<file path="config.mk">
export PLATFORM = sky130hd
export DESIGN_NAME = module_keypad_calc
export DESIGN_NICKNAME = d
export VERILOG_FILES = /design/src/rtl/module_keypad_calc.sv
export SDC_FILE = /design/constraint.sdc
export NUM_CORES = 1
export LEC_CHECK = 0
export BUFFER_PORTS_ARGS = -buffer_cell sky130_fd_sc_hd__buf_4
export CORE_MARGIN = 8
export CORE_UTILIZATION = 48
export CTS_BUF_LIST = sky130_fd_sc_hd__clkbuf_8 sky130_fd_sc_hd__clkbuf_16
export DETAILED_ROUTE_END_ITERATION = 6
export GPL_TIMING_DRIVEN = 0
export PLACE_DENSITY_LB_ADDON = 0.05
export REMOVE_ABC_BUFFERS = 1
export SLEW_MARGIN = 0
export SYNTH_ARGS = -nofsm -noshare
export SYNTH_HDL_FRONTEND = slang
export SYNTH_SLANG_ARGS = --single-unit
</file>
<file path="constraint.sdc">
create_clock -name clk -period 4 [get_ports clk]
set_clock_uncertainty 0.05 [all_clocks]
set_input_delay 0.4 -clock clk [delete_from_list [all_inputs] [get_ports clk]]
set_output_delay 0.4 -clock clk [all_outputs]
set_load 0.02 [all_outputs]
</file>
<file path="src/rtl/module_keypad_calc.sv">
// -----------------------------------------------------------------------------
// module_keypad_calc
// Upstream stage of the 7-segment display controller. Debounced key codes from
// the keypad scanner build two decimal operands; '=' combines them. The operand
// being typed, or the final result, is presented as a binary value together
// with a level valid that the display latches on its rising edge.
//
// Optional feature macro: CALC_SUB_EN
//   defined   : KEY_SUB selects subtraction, '=' gives |A-B| and neg=(A<B)
//   undefined : KEY_SUB is ignored and neg stays 0
//
// Ports
//   clk           in   system clock
//   rst_n         in   asynchronous reset, active low
//   key_code      in   [3:0] key code (0-9 digits, others per parameters)
//   key_valid     in   one-cycle strobe qualifying key_code
//   disp_busy     in   display converting; no service, no new valid edge
//   result_out    out  [RESULT_WIDTH-1:0] value to display (<= 9999)
//   result_valid  out  level; rising edge marks a new result_out
//   ovf           out  result clamped to 9999
//   neg           out  result is |A-B| with A<B
// -----------------------------------------------------------------------------
module module_keypad_calc #(
  parameter int unsigned RESULT_WIDTH = 14,
  parameter int unsigned DIGITS_MAX   = 3,
  parameter logic [3:0]  KEY_ADD      = 4'hA,
  parameter logic [3:0]  KEY_SUB      = 4'hB,
  parameter logic [3:0]  KEY_CLR      = 4'hC,
  parameter logic [3:0]  KEY_EQ       = 4'hE
) (
  input  logic                    clk,
  input  logic                    rst_n,
  input  logic [3:0]              key_code,
  input  logic                    key_valid,
  input  logic                    disp_busy,
  output logic [RESULT_WIDTH-1:0] result_out,
  output logic                    result_valid,
  output logic                    ovf,
  output logic                    neg
);

  localparam int unsigned CW = $clog2(DIGITS_MAX + 1);
  localparam logic [RESULT_WIDTH-1:0] VAL_MAX = RESULT_WIDTH'(14'd9999);

  typedef enum logic [1:0] {
    S_OPA  = 2'd0,
    S_OPB  = 2'd1,
    S_SHOW = 2'd2
  } state_e;

  state_e                  state_q, state_d;
  logic [RESULT_WIDTH-1:0] opa_q, opa_d;
  logic [RESULT_WIDTH-1:0] opb_q, opb_d;
  logic [RESULT_WIDTH-1:0] res_q, res_d;
  logic [CW-1:0]           cnt_q, cnt_d;
  logic                    sub_q, sub_d;
  logic                    ovf_q, ovf_d;
  logic                    neg_q, neg_d;
  logic                    pend_q, pend_d;
  logic [RESULT_WIDTH-1:0] pend_val_q, pend_val_d;
  logic [RESULT_WIDTH-1:0] result_out_q, result_out_d;
  logic                    result_valid_q, result_valid_d;
  logic                    arm_q, arm_d;

  logic                    is_digit_s;
  logic                    is_sub_s;
  logic                    is_op_s;
  logic                    cnt_full_s;
  logic [CW-1:0]           cnt_inc_s;
  logic [RESULT_WIDTH-1:0] digit_s;
  logic [RESULT_WIDTH-1:0] opa_app_s;
  logic [RESULT_WIDTH-1:0] opb_app_s;
  logic [RESULT_WIDTH:0]   sum_s;
  logic [RESULT_WIDTH-1:0] diff_s;
  logic                    a_lt_b_s;
  logic                    upd_s;
  logic [RESULT_WIDTH-1:0] upd_val_s;
  logic                    req_s;
  logic [RESULT_WIDTH-1:0] req_val_s;

  // Key decode and the arithmetic shared by the state machine.
  always_comb begin
    is_digit_s = (key_code <= 4'd9);
`ifdef CALC_SUB_EN
    is_sub_s   = (key_code == KEY_SUB);
`else
    is_sub_s   = (key_code == KEY_SUB) & 1'b0;
`endif
    is_op_s    = (key_code == KEY_ADD) | is_sub_s;
    cnt_full_s = (cnt_q == CW'(DIGITS_MAX));
    cnt_inc_s  = cnt_q + CW'(1'b1);
    digit_s    = RESULT_WIDTH'(key_code);
    opa_app_s  = (opa_q * RESULT_WIDTH'(4'd10)) + digit_s;
    opb_app_s  = (opb_q * RESULT_WIDTH'(4'd10)) + digit_s;
    sum_s      = {1'b0, opa_q} + {1'b0, opb_q};
    a_lt_b_s   = (opa_q < opb_q);
    if (a_lt_b_s) begin
      diff_s = opb_q - opa_q;
    end else begin
      diff_s = opa_q - opb_q;
    end
  end

  // Calculator state machine: one key per strobe, clear has top priority.
  always_comb begin
    state_d   = state_q;
    opa_d     = opa_q;
    opb_d     = opb_q;
    res_d     = res_q;
    cnt_d     = cnt_q;
    sub_d     = sub_q;
    ovf_d     = ovf_q;
    neg_d     = neg_q;
    upd_s     = 1'b0;
    upd_val_s = '0;
    if (key_valid) begin
      if (key_code == KEY_CLR) begin
        state_d = S_OPA;
        opa_d   = '0;
        opb_d   = '0;
        cnt_d   = '0;
        ovf_d   = 1'b0;
        neg_d   = 1'b0;
        upd_s   = 1'b1;
      end else begin
        case (state_q)
          S_OPA: begin
            if (is_digit_s) begin
              if (!cnt_full_s) begin
                opa_d     = opa_app_s;
                cnt_d     = cnt_inc_s;
                ovf_d     = 1'b0;
                neg_d     = 1'b0;
                upd_s     = 1'b1;
                upd_val_s = opa_app_s;
              end else begin
                cnt_d = cnt_q;
              end
            end else if (is_op_s && (cnt_q != '0)) begin
              // Display keeps showing opA until the first opB digit.
              opb_d   = '0;
              cnt_d   = '0;
              sub_d   = is_sub_s;
              state_d = S_OPB;
            end else begin
              state_d = state_q;
            end
          end
          S_OPB: begin
            if (is_digit_s) begin
              if (!cnt_full_s) begin
                opb_d     = opb_app_s;
                cnt_d     = cnt_inc_s;
                ovf_d     = 1'b0;
                neg_d     = 1'b0;
                upd_s     = 1'b1;
                upd_val_s = opb_app_s;
              end else begin
                cnt_d = cnt_q;
              end
            end else if ((key_code == KEY_EQ) && (cnt_q != '0)) begin
              state_d = S_SHOW;
              upd_s   = 1'b1;
              if (sub_q) begin
                res_d     = diff_s;
                neg_d     = a_lt_b_s;
                ovf_d     = 1'b0;
                upd_val_s = diff_s;
              end else if (sum_s > {1'b0, VAL_MAX}) begin
                // Only a chained operand can push the sum past four digits.
                res_d     = VAL_MAX;
                ovf_d     = 1'b1;
                upd_val_s = VAL_MAX;
              end else begin
                res_d     = sum_s[RESULT_WIDTH-1:0];
                ovf_d     = 1'b0;
                upd_val_s = sum_s[RESULT_WIDTH-1:0];
              end
            end else begin
              state_d = state_q;
            end
          end
          S_SHOW: begin
            if (is_digit_s) begin
              opa_d     = digit_s;
              cnt_d     = CW'(1'b1);
              ovf_d     = 1'b0;
              neg_d     = 1'b0;
              state_d   = S_OPA;
              upd_s     = 1'b1;
              upd_val_s = digit_s;
            end else if (is_op_s) begin
              // Chain: the stored magnitude becomes opA, sign is dropped.
              opa_d   = res_q;
              opb_d   = '0;
              cnt_d   = '0;
              sub_d   = is_sub_s;
              state_d = S_OPB;
            end else begin
              state_d = state_q;
            end
          end
          default: begin
            state_d = S_OPA;
          end
        endcase
      end
    end else begin
      state_d = state_q;
    end
  end

  // Display update engine: newest request wins; valid rises one cycle after load.
  always_comb begin
    result_out_d   = result_out_q;
    result_valid_d = result_valid_q;
    arm_d          = arm_q;
    pend_d         = pend_q;
    pend_val_d     = pend_val_q;
    req_s          = upd_s | pend_q;
    if (upd_s) begin
      req_val_s = upd_val_s;
    end else begin
      req_val_s = pend_val_q;
    end
    if (req_s && !disp_busy) begin
      result_out_d   = req_val_s;
      result_valid_d = 1'b0;
      arm_d          = 1'b1;
      pend_d         = 1'b0;
    end else if (req_s) begin
      pend_d     = 1'b1;
      pend_val_d = req_val_s;
    end else if (arm_q && !disp_busy) begin
      result_valid_d = 1'b1;
      arm_d          = 1'b0;
    end else begin
      arm_d = arm_q;
    end
  end

  // State registers; reset leaves a pending request so '0' gets displayed.
  always_ff @(posedge clk or negedge rst_n) begin
    if (!rst_n) begin
      state_q        <= S_OPA;
      opa_q          <= '0;
      opb_q          <= '0;
      res_q          <= '0;
      cnt_q          <= '0;
      sub_q          <= 1'b0;
      ovf_q          <= 1'b0;
      neg_q          <= 1'b0;
      pend_q         <= 1'b1;
      pend_val_q     <= '0;
      result_out_q   <= '0;
      result_valid_q <= 1'b0;
      arm_q          <= 1'b0;
    end else begin
      state_q        <= state_d;
      opa_q          <= opa_d;
      opb_q          <= opb_d;
      res_q          <= res_d;
      cnt_q          <= cnt_d;
      sub_q          <= sub_d;
      ovf_q          <= ovf_d;
      neg_q          <= neg_d;
      pend_q         <= pend_d;
      pend_val_q     <= pend_val_d;
      result_out_q   <= result_out_d;
      result_valid_q <= result_valid_d;
      arm_q          <= arm_d;
    end
  end

  assign result_out   = result_out_q;
  assign result_valid = result_valid_q;
  assign ovf          = ovf_q;
  assign neg          = neg_q;

endmodule
</file>
After elaboration in Yosys (flattened, before gate mapping):

Cells that the tools add are included.

* input port bits: 8
* register bits after elaboration: 80
* memories: 0
* memory bits (writable): 0
* word-level logic and storage cells: 156
* output and inout port bits: 17
* bits in latches: 0
* bits in read-only memories: 0

* bitwise gates (word level): 4
* multiplexer cells: 80
* $add $sub $neg: 6
* order comparisons: 3
* divide/modulo/power cells: 0
* reductions and logical operators: 22
* $mul: 2
* equality and inequality tests: 26
* shift operators: 0

Operators by type and width (count)
* two-way mux 14 bit: 23
* one-hot mux 14 bit (3 select lines): 2
* two-way mux 1 bit: 33
* != test 3 bit (second input constant): 11
* adder 14 x 4 -> 14 bit: 2
* multiplier 14 x 3 -> 13 bit (second input constant): 2
* two-way mux 2 bit: 14
* one-hot mux 14 bit (2 select lines): 1
* subtractor 14 bit: 2
* AND reduction 5 bit: 4
* != test 4 bit (second input constant): 4
* adder 14 x 14 -> 15 bit: 1
* > comparator 15 x 14 -> 1 bit (second input constant): 1
* < comparator 14 bit: 1
* equality test 4 bit (second input constant): 3
* one-hot mux 2 bit (3 select lines): 2
* AND reduction 6 bit: 2
* one-hot mux 1 bit (3 select lines): 3
* != test 2 bit (second input constant): 4
* AND reduction 8 bit: 1
* nonzero test 2 bit: 4
* AND reduction 7 bit: 1
* equality test 2 bit (second input constant): 2
* <= comparator 4 bit (second input constant): 1
* 13 further kinds: 19

Longest topological paths before layout:

* depth in word-level cells: 11
* depth in mapped cells: 13
* gate-level depth less buffers: 13

Worst setup path after synthesis:

No wires, ideal clock.

* path type: flip-flop to flip-flop
* start: register opb_q[6]
* end: register result_out_q[7] (netlist: result_out[7])
* stages on the path, launching flop included: 12
* clock period less this slack: 3.189 ns
* required time: 3.854 ns
* arrival: 3.043 ns
* path slack: 0.811 ns
* buffers on the path: 0
* setup time: 0.096 ns
* cell sequence: dfrtp_1 -> inv_1 -> ha_1 -> nor2b_2 -> or2_0 -> a221o_1 -> o41ai_1 -> xnor2_1 -> nand2_2 -> o41ai_1 -> a221oi_1 -> o31ai_1

* longest elaborated chain between the ends: 10
* elaborated cells on any way between the ends: 17
* those cells by class: add/sub: 4; mul: 1; order compare: 2; mux: 10

Ends and longest elaborated chain
* from (decl): line 53 `logic [RESULT_WIDTH-1:0] opb_q, opb_d;`
* from (signal assigned): line 261 `opb_q <= opb_d;`
* parallel branches: the longest is 5 deep, another holds multiplier 14 x 3 -> 13 bit
* two-way mux 14 bit *: line 150 `if (is_digit_s) begin`
* one-hot mux 14 bit (3 select lines) *: line 126 `case (state_q)`
* two-way mux 14 bit *: line 117 `if (key_code == KEY_CLR) begin`
* two-way mux 14 bit *: line 116 `if (key_valid) begin`
* two-way mux 14 bit *: line 221 `if (upd_s) begin`
* to (signal assigned): line 269 `result_out_q <= result_out_d;`
* to (decl): line 61 `logic [RESULT_WIDTH-1:0] result_out_q, result_out_d;`

Mark *: on every way between the ends.
A chain may end at the register's enable or synchronous reset.

Worst setup path after layout:

* start: register opa_q[1]
* end: register result_out_q[13] (netlist: result_out[13])

* longest elaborated chain between the ends: 10
* elaborated cells on any way between the ends: 18
* those cells by class: add/sub: 4; mul: 1; order compare: 2; mux: 11

Ends and longest elaborated chain
* from (decl): line 52 `logic [RESULT_WIDTH-1:0] opa_q, opa_d;`
* from (signal assigned): line 260 `opa_q <= opa_d;`
* parallel branches: the longest is 6 deep, another holds multiplier 14 x 3 -> 13 bit
* one-hot mux 14 bit (3 select lines) *: line 126
* two-way mux 14 bit *: line 117
* two-way mux 14 bit *: line 116
* two-way mux 14 bit *: line 221

Marks and branches as above.

==> metrics.txt <==
TNS Setup=0 ns; fraction of registers with async set/reset=100%; Reg-to-Reg Start=opa_q[1]$_DFFE_PN0P_; Die Y=133 um; FF-to-FF path depth=13; PwrDens=820 nW/um^2; fin util=53.6%; commonest non-fill, non-tap cell in the layout=nand2_1; TritonRoute pass-1 iters=5; Total GRT Usage=20.8%; Cell Area, Synth=6590 um^2; Placed Cells=945; top post-synthesis cells by area=dfrtp_1, ha_1, nand2_1; Placer Congestion=0.866; synth warn=0; Hold Violations, Final=0; delay-heaviest family, CP=XOR/XNOR gates; n_diodes=0; leading area contributor after synthesis=dfrtp_1; critical path fanouts, max=7; Worst Setup SP=opa_q[1]$_DFFE_PN0P_; H-tree levels=3; reg-to-reg slack, setup=0.27 ns; IO Count=25; Final nets=866; Worst slew margin=31.6%; Max Cap Viol=0; synthesized area per cell=8.63 um^2; kind of critical path=reg -> reg; initial DRC count=392; unrepaired setup endpoints after global routing=false; clock root buffer=clkbuf_16; vias in the first global route=5607; Reg clk slew, reported paths=0.06 ns; crit start category=flip-flop; Worst-Skew Late Latency=0.34 ns; Initial Utilization=48.2%; Port Buffers=24; initial antenna violation count=0; Synth Register Bits=79; final setup fails=0; TritonCTS clock tree=built; # DRC=0; Peak VDD IR=0.444 mV; Area growth syn-to-layout=11.2%; status=finished, final reports clean; worst hold slack=0.174 ns; Period minus WS final=3.73 ns; Most used DFF post-synth=dfrtp_1; cell breakdown of the critical path=ha_1 -> ha_1 -> inv_1 -> fa_1 -> nor2b_1 -> o22ai_1 -> xnor2_1 -> nand4b_1 -> nor4_1 -> xnor2_1 -> xnor2_1 -> a211oi_1 -> o31ai_1; HPWL Detailed=14200 um; die width=133 um; Post-CTS Hold Fix Bufs=0; Slew @ Worst Pin=1.03 ns; Worst path max stage delay=0.48 ns; cells after synthesis=764; CP Data Arrival Time=3.93 ns; CP endpoint=result_out[13]$_DFFE_PN0P_; CTS sink cnt=79; Worst Path Buf+Inv=1; Synth top area share=29.6%; # rows=43; largest net degree at the start of global routing=80; wire length per cell=18.8 um; Worst EP required=4.20 ns; Highest Clock Rate=0.268 GHz; Longest Clk Path Bufs=2; post-synthesis sequential area ratio=30.0%; Leak=3.30 nW; CP max-delay cell=dfrtp_1; most frequent CP cell=xnor2_1; Final Non-Filler Cells=962; Yosys cell types=79; share of layout cells above drive strength 1=9.97%; Tcrit/Tclk final=93.2%; Placeable Area=13700 um^2; first-pass GRT wire length=29500 um; Crit. path cell count=13; Routed WL=18100 um; total grt overflow=0; most frequent cells in the layout=nand2_1, dfrtp_1, ha_1; fin. max-slew vios=0; Num CTS Buffers=9; CP Capture Type=flip-flop; die area=17700 um^2; Post-synth EDFFs=0; Final ANT Viol Nets=0; routed vias=5706; RR Endpoint=result_out[13]$_DFFE_PN0P_; via/cell ratio=5.93; Hold Crit Class=in -> async
[routing by layer]
metal	share of wire, %	up-vias	track usage (%)
met5	0	-	0
met4	2.5	0	7.67
met3	3.7	28	3.54
met2	48	112	34.5
met1	46	2793	26.7
li1	-	2773	-
[flip-flops by register name (all words and copies together) (netlist names)]
name          cells
opa_q            14
opb_q            14
pend_val_q       14
res_q            14
result_out       14
cnt_q             2
state_q           2
arm_q             1
neg               1
ovf               1
pend_q            1
result_valid      1
[per-stage QoR]
| stage | worst slack [ns] | area, um^2 | power, mW |
|---|---|---|---|
| after detailed placement | 0.163 | 6950 | 5.03 |
| after global routing | 0.0223 | 7330 | 6.49 |
| after CTS | 0.134 | 7290 | 5.99 |
| after global placement | -0.778 | 6880 | 4.89 |
| after floorplan | 0.609 | 6470 | 3.94 |
| final | 0.271 | 7330 | 6.01 |
[where the power goes]
part | internal [mW] | leakage [nW] | switching, mW
Sequential | 1.11 | 1.04 | 0.306
Clock | 0.599 | 0.165 | 0.338
Combinational | 1.39 | 2.10 | 2.26
Total | 3.10 | 3.30 | 2.91
[area by class of cell]
| type | count | area, um^2 |
|---|---|---|
| Clock inverter | 4 | 76.3 |
| Tap cell | 180 | 225 |
| Timing Repair Buffer | 29 | 241 |
| Inverter | 45 | 169 |
| Fill cell | 1290 | 6330 |
| Clock buffer | 12 | 267 |
| Multi-Input combinational cell | 613 | 4370 |
| Sequential cell | 79 | 1980 |
[worst min-delay path by stage]
stage               slack (ns)                    endpoint  depth (start not counted)
finish                    0.17       opb_q[12]$_DFFE_PN0P_                          1
detailed placement        0.41  pend_val_q[12]$_DFFE_PN0P_                          2
global placement          0.40  pend_val_q[12]$_DFFE_PN0P_                          2
global route              0.27       opb_q[12]$_DFFE_PN0P_                          1
CTS                       0.23       opb_q[12]$_DFFE_PN0P_                          1
floorplan                 0.05           arm_q$_DFFE_PN0P_                          0
[synthesized netlist by cell type, drive strengths merged, types with 4 or more instances]
| cell type | count |
|---|---|
| o41ai | 4 |
| nand4 | 5 |
| a21oi | 52 |
| a22o | 21 |
| o21bai | 4 |
| o21ai | 57 |
| nor3b | 5 |
| a221oi | 4 |
| and2 | 4 |
| a31oi | 7 |
| clkbuf | 23 |
| o32ai | 5 |
| a211oi | 8 |
| nor4 | 4 |
| or2 | 5 |
| o22ai | 6 |
| nor3 | 15 |
| dfrtp | 78 |
| nand3 | 14 |
| and3 | 6 |
| xor2 | 18 |
| o211ai | 8 |
| nor2 | 50 |
| nand2 | 100 |
| a22oi | 4 |
| fa | 5 |
| nand2b | 10 |
| xnor2 | 36 |
| mux2i | 4 |
| o31ai | 18 |
| a21o | 8 |
| inv | 45 |
| o21a | 6 |
| buf | 4 |
| ha | 76 |
| nor2b | 7 |
[cell families after synthesis]
group / after synthesis / synth area share (%)
xor gates and xnor gates: 54 / 7.29
adders and majority gates: 82 / 16.1
AOI/OAI and AO/OA: 239 / 25.0
muxes: 5 / 0.778
buffers and inverters: 72 / 4.31
DFF: 79 / 30.0
and+or+nand+nor: 233 / 16.5
[timing repair]
| action | 4_1_cts | 5_1_grt |
|---|---|---|
| endpoints found under the hold margin | 0 | 0 |
| buffers inserted | 0 | 0 |
| resized for setup | 0 | 6 |
| endpoints found under the setup margin | 0 | 7 |
No activity file was read; power rests on OpenSTA's default activity.
